## src/rtl/fifo_pkg.sv

```systemverilog
// Shared types and sizing helpers for the configurable flop FIFO.
// No logic, no latency.
// No flow control; types only.
package fifo_pkg;

    // Behaviour when a push arrives while the FIFO is full and no pop accompanies it.
    typedef enum logic {
        FULL_DROP      = 1'b0,
        FULL_OVERWRITE = 1'b1
    } full_mode_e;

    // Width needed to hold an occupancy in the range 0..d.
    function automatic int fifo_cnt_w(input int d);
        return $clog2(d + 1);
    endfunction

    // Width needed to index d entries; never below one bit.
    function automatic int fifo_ptr_w(input int d);
        return (d > 1) ? $clog2(d) : 1;
    endfunction

endpackage

```

## src/rtl/fifo_ptr_ctr.sv

```systemverilog
// Modulo-depth pointer: advances by one when enabled, wraps from DEPTH-1 to 0.
// Latency: new value visible one cycle after the enabling edge.
// No backpressure; the caller decides when to enable.
module fifo_ptr_ctr
    import fifo_pkg::*;
#(
    parameter int DEPTH = 8,
    parameter int PW    = fifo_ptr_w(DEPTH)
) (
    input  logic          clk,
    input  logic          rst,
    input  logic          i_en,
    output logic [PW-1:0] o_ptr
);

    localparam logic [PW-1:0] LAST = PW'(DEPTH - 1);

    logic [PW-1:0] r_ptr;

    // Pointer register: synchronous clear, otherwise step with wrap at the last index.
    always_ff @(posedge clk) begin
        if (!rst) begin
            r_ptr <= '0;
        end else if (i_en) begin
            r_ptr <= (r_ptr == LAST) ? '0 : r_ptr + PW'(1);
        end
    end

    assign o_ptr = r_ptr;

endmodule

```

## src/rtl/fifo_flops_cfg.sv

```systemverilog
// Flop-array FIFO with first-word-fall-through output, occupancy, thresholds and sticky errors.
// Latency: a pushed word is visible on Dout the cycle after the push edge when the FIFO was empty.
// Backpressure: full is advisory; a push while full is dropped or overwrites the oldest word per mode.
module fifo_flops_cfg
    import fifo_pkg::*;
#(
    parameter int         depth = 8,
    parameter int         bits  = 16,
    parameter int         af_th = 6,
    parameter int         ae_th = 2,
    parameter full_mode_e mode  = FULL_DROP
) (
    input  logic                         clk,
    input  logic                         rst,
    input  logic [bits-1:0]              Din,
    input  logic                         push,
    input  logic                         pop,
    input  logic                         clr_err,
    output logic [bits-1:0]              Dout,
    output logic                         full,
    output logic                         pndng,
    output logic                         almost_full,
    output logic                         almost_empty,
    output logic [fifo_cnt_w(depth)-1:0] count,
    output logic                         overflow,
    output logic                         underflow
);

    localparam int CW = fifo_cnt_w(depth);
    localparam int PW = fifo_ptr_w(depth);

    localparam logic [CW-1:0] DEPTH_C = CW'(depth);
    localparam logic [CW-1:0] AF_C    = CW'(af_th);
    localparam logic [CW-1:0] AE_C    = CW'(ae_th);

    // Reject configurations whose thresholds or size make the status flags meaningless.
    if (depth < 2) begin : g_bad_depth
        $error("fifo_flops_cfg: depth must be at least 2");
    end
    if (ae_th < 0 || ae_th >= af_th) begin : g_bad_ae
        $error("fifo_flops_cfg: ae_th must satisfy 0 <= ae_th < af_th");
    end
    if (af_th > depth) begin : g_bad_af
        $error("fifo_flops_cfg: af_th must not exceed depth");
    end

    logic [bits-1:0] r_mem [depth];
    logic [CW-1:0]   r_count;
    logic            r_overflow;
    logic            r_underflow;

    logic [PW-1:0]   w_wr_ptr;
    logic [PW-1:0]   w_rd_ptr;
    logic            w_empty;
    logic            w_full;
    logic            w_do_wr;
    logic            w_do_rd;
    logic            w_ovf_evt;
    logic            w_unf_evt;
    logic [CW-1:0]   w_count_nxt;

    assign w_empty = (r_count == '0);
    assign w_full  = (r_count == DEPTH_C);

    // Policy decode: which side of the array moves this cycle and which error events fire.
    always_comb begin
        w_do_wr   = 1'b0;
        w_do_rd   = 1'b0;
        w_ovf_evt = 1'b0;
        w_unf_evt = 1'b0;

        // A pop on an empty FIFO is ignored and flagged, even with a push alongside.
        if (pop) begin
            if (w_empty) begin
                w_unf_evt = 1'b1;
            end else begin
                w_do_rd = 1'b1;
            end
        end

        if (push) begin
            if (!w_full || pop) begin
                // A concurrent pop frees the slot the push needs, so full+push+pop is lossless.
                w_do_wr = 1'b1;
            end else begin
                w_ovf_evt = 1'b1;
                if (mode == FULL_OVERWRITE) begin
                    // wr_ptr equals rd_ptr when full: write over the head and advance both.
                    w_do_wr = 1'b1;
                    w_do_rd = 1'b1;
                end
            end
        end
    end

    // Occupancy only changes when exactly one of write/read happens.
    always_comb begin
        w_count_nxt = r_count;
        if (w_do_wr && !w_do_rd) begin
            w_count_nxt = r_count + CW'(1);
        end else if (w_do_rd && !w_do_wr) begin
            w_count_nxt = r_count - CW'(1);
        end
    end

    fifo_ptr_ctr #(
        .DEPTH (depth),
        .PW    (PW)
    ) u_wr_ptr (
        .clk   (clk),
        .rst   (rst),
        .i_en  (w_do_wr),
        .o_ptr (w_wr_ptr)
    );

    fifo_ptr_ctr #(
        .DEPTH (depth),
        .PW    (PW)
    ) u_rd_ptr (
        .clk   (clk),
        .rst   (rst),
        .i_en  (w_do_rd),
        .o_ptr (w_rd_ptr)
    );

    // Storage write; contents are never cleared, but nothing is written while in reset.
    always_ff @(posedge clk) begin
        if (rst && w_do_wr) begin
            r_mem[w_wr_ptr] <= Din;
        end
    end

    // Occupancy register.
    always_ff @(posedge clk) begin
        if (!rst) begin
            r_count <= '0;
        end else begin
            r_count <= w_count_nxt;
        end
    end

    // Sticky error flags: a new event in the same cycle as clr_err leaves the flag set.
    always_ff @(posedge clk) begin
        if (!rst) begin
            r_overflow  <= 1'b0;
            r_underflow <= 1'b0;
        end else begin
            if (w_ovf_evt) begin
                r_overflow <= 1'b1;
            end else if (clr_err) begin
                r_overflow <= 1'b0;
            end
            if (w_unf_evt) begin
                r_underflow <= 1'b1;
            end else if (clr_err) begin
                r_underflow <= 1'b0;
            end
        end
    end

    // All status is decoded from registered state, so there is no input-to-output path.
    assign Dout         = w_empty ? '0 : r_mem[w_rd_ptr];
    assign full         = w_full;
    assign pndng        = !w_empty;
    assign almost_full  = (r_count >= AF_C);
    assign almost_empty = (r_count <= AE_C);
    assign count        = r_count;
    assign overflow     = r_overflow;
    assign underflow    = r_underflow;

endmodule

```

## config.mk

```make
export PLATFORM = sky130hd
export DESIGN_NAME = fifo_flops_cfg
export DESIGN_NICKNAME = d
export VERILOG_FILES = /design/src/rtl/fifo_pkg.sv /design/src/rtl/fifo_ptr_ctr.sv /design/src/rtl/fifo_flops_cfg.sv
export SDC_FILE = /design/constraint.sdc
export NUM_CORES = 1
export LEC_CHECK = 0
export CAP_MARGIN = 15
export CORE_ASPECT_RATIO = 0.8
export CORE_UTILIZATION = 52
export DETAILED_ROUTE_END_ITERATION = 10
export PLACE_DENSITY = 0.81
export SYNTH_ARGS = -nofsm -noshare
export SYNTH_HDL_FRONTEND = slang
export SYNTH_HIERARCHICAL = 1
export SYNTH_SLANG_ARGS = --single-unit
export TNS_END_PERCENT = 5
```

## constraint.sdc

```tcl
create_clock -name clk -period 2.2 [get_ports clk]
set_input_delay 0.22 -clock clk [delete_from_list [all_inputs] [get_ports clk]]
set_output_delay 0.22 -clock clk [all_outputs]
set_load 0.03 [all_outputs]
```

==> results of run 1 <==
cell families (layout without fill, tap and decap cells):
group	Yosys count	count (layout)	share of synthesized area [%]
muxes	52	52	16.4
xor gates and xnor gates	2	2	0.312
and+or+nand+nor	58	58	5.68
AOI/OAI and AO/OA	11	11	1.40
DFF	140	140	72.7
buffers and inverters	16	122	1.58
adders and majority gates	8	8	1.92
what timing repair did:
item | in CTS | in global routing
resized for setup | 10 | 13
cloned | 0 | 1
hold endpoints to repair | 0 | 0
setup buffers | 0 | 3
setup endpoints to repair | 19 | 18
pin swaps | 1 | 5
cell usage in the layout (no fill, tap or decap), types with 4 or more instances in the layout:
cell type / instances
edfxtp_1: 128
clkdlybuf4s50_1: 29
nor2_1: 21
buf_4: 48
clkinvlp_4: 4
nor2b_1: 9
mux4_2: 32
ha_1: 5
mux2i_1: 19
dfxtp_1: 11
buf_12: 4
clkbuf_16: 18
clkinv_4: 5
nand2_1: 7
power by group through the flow:
stage / sequential, mW / clock (mW) / combinational (mW)
after floorplan: 3.20 / 0 / 1.42
after CTS: 3.07 / 2.79 / 2.43
after global placement: 3.11 / 0 / 2.29
after global routing: 3.08 / 2.91 / 2.73
final: 3.08 / 2.76 / 2.59
after detailed placement: 3.12 / 0 / 2.34
final cells by class:
cell class	instances	area [µm²]
Sequential cell	140	4090
Fill cell	618	3160
Multi-Input combinational cell	131	1540
Timing Repair Buffer	86	798
Clock buffer	18	429
Tap cell	140	175
Clock inverter	14	149
Inverter	4	17.5
worst max-delay path: stages (launching register included):
cell and delay [ns]:
dfxtp_4 0.44, buf_6 0.14, buf_4 0.10, mux4_2 0.48, mux2i_1 0.16, nor2_1 0.07
buf_4 0.18
final timing paths:
kind	endpoint	slack, ns
max	Dout[1]	-0.01
min	overflow	0.49
max reg2reg	count[3]	0.02
min reg2reg	u_wr_ptr/o_ptr[1]	0.51
layer usage:
layer / GRT usage (%) / routed length [µm]
met5: 0 / 0
met4: 8.33 / 261
met3: 7.31 / 659
met2: 37.8 / 6270
met1: 27.7 / 4790
flip-flops by register name (all words and copies together), names as in the netlist:
name / cells
r_mem: 128
count: 4
u_rd_ptr/o_ptr: 3
u_wr_ptr/o_ptr: 3
overflow: 1
underflow: 1
Yosys cell counts, types with 3 or more instances:
cell	instances
buf_6	3
dfxtp_1	12
mux4_2	32
inv_1	4
nor2b_1	9
a21oi_1	3
mux2i_1	20
nor3_1	4
nor2_1	22
buf_2	5
edfxtp_1	128
ha_1	7
nand2_1	8
through the flow:
stage	TNS, ns	worst slack, ns	hold slack [ns]	cell area (µm²)
2_1_floorplan	-22.51	-0.479	0.319	5640
3_3_place_gp	-0.0940	-0.0940	0.491	6480
3_5_place_dp	-0.277	-0.194	0.504	6480
4_1_cts	-0.599	-0.0808	0.478	7100
5_1_grt	-0.943	-0.0842	0.525	7200
6_report	-0.0258	-0.0126	0.493	7200
==> out/qor.csv, run 1 <==
stage,metric,value,unit
status,outcome,"finished, violations left",
status,violations,negative setup slack,
setup_path,cp-end-kind,output pin,
logic_synthesis,ys_seq_area_share,72.7,%
floorplanning,dieWidth,118,µm
timing,drv_slew,0,
floorplanning,num_rows,33,
route,drtIter0Drc,205,
setup_path,critPathArrivalTime,1.99,ns
power,pwr-share-seq,36.5,%
logic_synthesis,async_flop_share,0,%
floorplanning,die_area,0.0112,mm²
setup_path,cp-start-kind,flop,
global_route,grt_max_degree,19,
global_route,grt_pass1_wl,17.6,mm
flow_run,drv_cap,0,
logic_synthesis,synth_top_area_share,68.4,%
clock_network,cts_tree,done,
placement,place_congestion,0.690,
placement,dp_hpwl,6.66,mm
global_route,first_global_vias,3121,
placement,dp.cells,497,
timing,rsz0062_at_grt,yes,
power,pwr-share-comb,30.7,%
finish,layout.nets,409,
clock_network,h-tree-depth,4,
floorplanning,boundaryPins,47,
logic_synthesis,synth.avg_cell_area,19.6,µm²
timing,period_share,101,%
timing,fin_crit,2.21,ns
global_route,overflow,0,
finish,fin_util,69.5,%
timing,worst_pin_slew,0.351,ns
hold_path,hold_path_class,in -> reg,
logic_synthesis,ys_top_cells_by_area,"edfxtp_1, mux4_2, dfxtp_1, mux2i_1, ha_1",
global_route,track_usage,22.5,%
finish,post_route_cells_drive_above_1_share,35.6,%
logic_synthesis,syn_nets,316,
floorplanning,start_util,54.2,%
timing,fmax,452,MHz
power,power.switching,2.54,mW
route,firstDrtPassIters,4,
clock_network,clockBufferDepth,2,
clock_network,numClockSinks,140,
hold_path,hold_depth,3,
placement,io_buffers,46,
hold_path,hold_start,push,
logic_synthesis,synthesis.area,0.00562,mm²
route,vias,3045,
clock_network,insertion_delay,0.42,ns
setup_path,reg2reg_from,count[2],
setup_path,worstRegToRegCells,9,
timing,max_slew_margin,76.5,%
finish,fin_cells,533,
clock_network,clk_pin_slew,0.06,ns
route,drt_wl_total,12.0,mm
logic_synthesis,synth-seq-cells,140,
timing,finalSetupViolCount,3,
setup_path,crit_required,1.98,ns
power,clockPowerShare,32.8,%
clock_network,cts_buffers,17,
setup_path,path_class,reg -> out,
timing,hold_viol,0,
power,swShare,30.2,%
logic_synthesis,yosys.area.top_type,edfxtp_1,
timing,clock_skew,0.0117,ns
route,wl_per_cell,22.5,µm
logic_synthesis,syn_inst,287,
power,totalPowerFinal,8.42,mW
logic_synthesis,synth_edf_count,128,
global_route,antenna_found_initial,0,
route,via_per_inst,5.71,
route,ant_nets,0,
setup_path,crit_path_start,u_rd_ptr/o_ptr[0],
power,internal_power,5.88,mW
route,post-route-drc-count,0,
clock_network,holdBufCountCts,0,
power,vdd_ir_drop_max,900,µV
logic_synthesis,yosysWarnings,6,
timing,worst_slack,-0.0126,ns
finish,diodes,0,
power,powerDensity,1170,mW/mm²
logic_synthesis,ys.flop_type,edfxtp_1,
setup_path,crit_fanout,6,
logic_synthesis,ys_types,33,
floorplanning,die_h,95.0,µm
power,leakagePower,2.43,nW
finish,area_delta_synth_final,28.2,%
floorplanning,coreArea,0.0104,mm²
clock_network,cts_root_buffer,clkbuf_16,
Note: power is estimated with default switching activity, not from simulation.
==> inputs of run 2 (changes only) <==
--- a/config.mk
+++ b/config.mk
@@ -5,10 +5,12 @@
 export SDC_FILE = /design/constraint.sdc
 export NUM_CORES = 1
 export LEC_CHECK = 0
-export CAP_MARGIN = 15
+export ABC_AREA = 0
+export CAP_MARGIN = 20
 export CORE_ASPECT_RATIO = 0.8
 export CORE_UTILIZATION = 52
 export DETAILED_ROUTE_END_ITERATION = 10
+export HOLD_SLACK_MARGIN = 0.06
 export PLACE_DENSITY = 0.81
 export SYNTH_ARGS = -nofsm -noshare
 export SYNTH_HDL_FRONTEND = slang
==> results of run 2 <==
Final layout, timing and power as in run 1 (identical DEF).
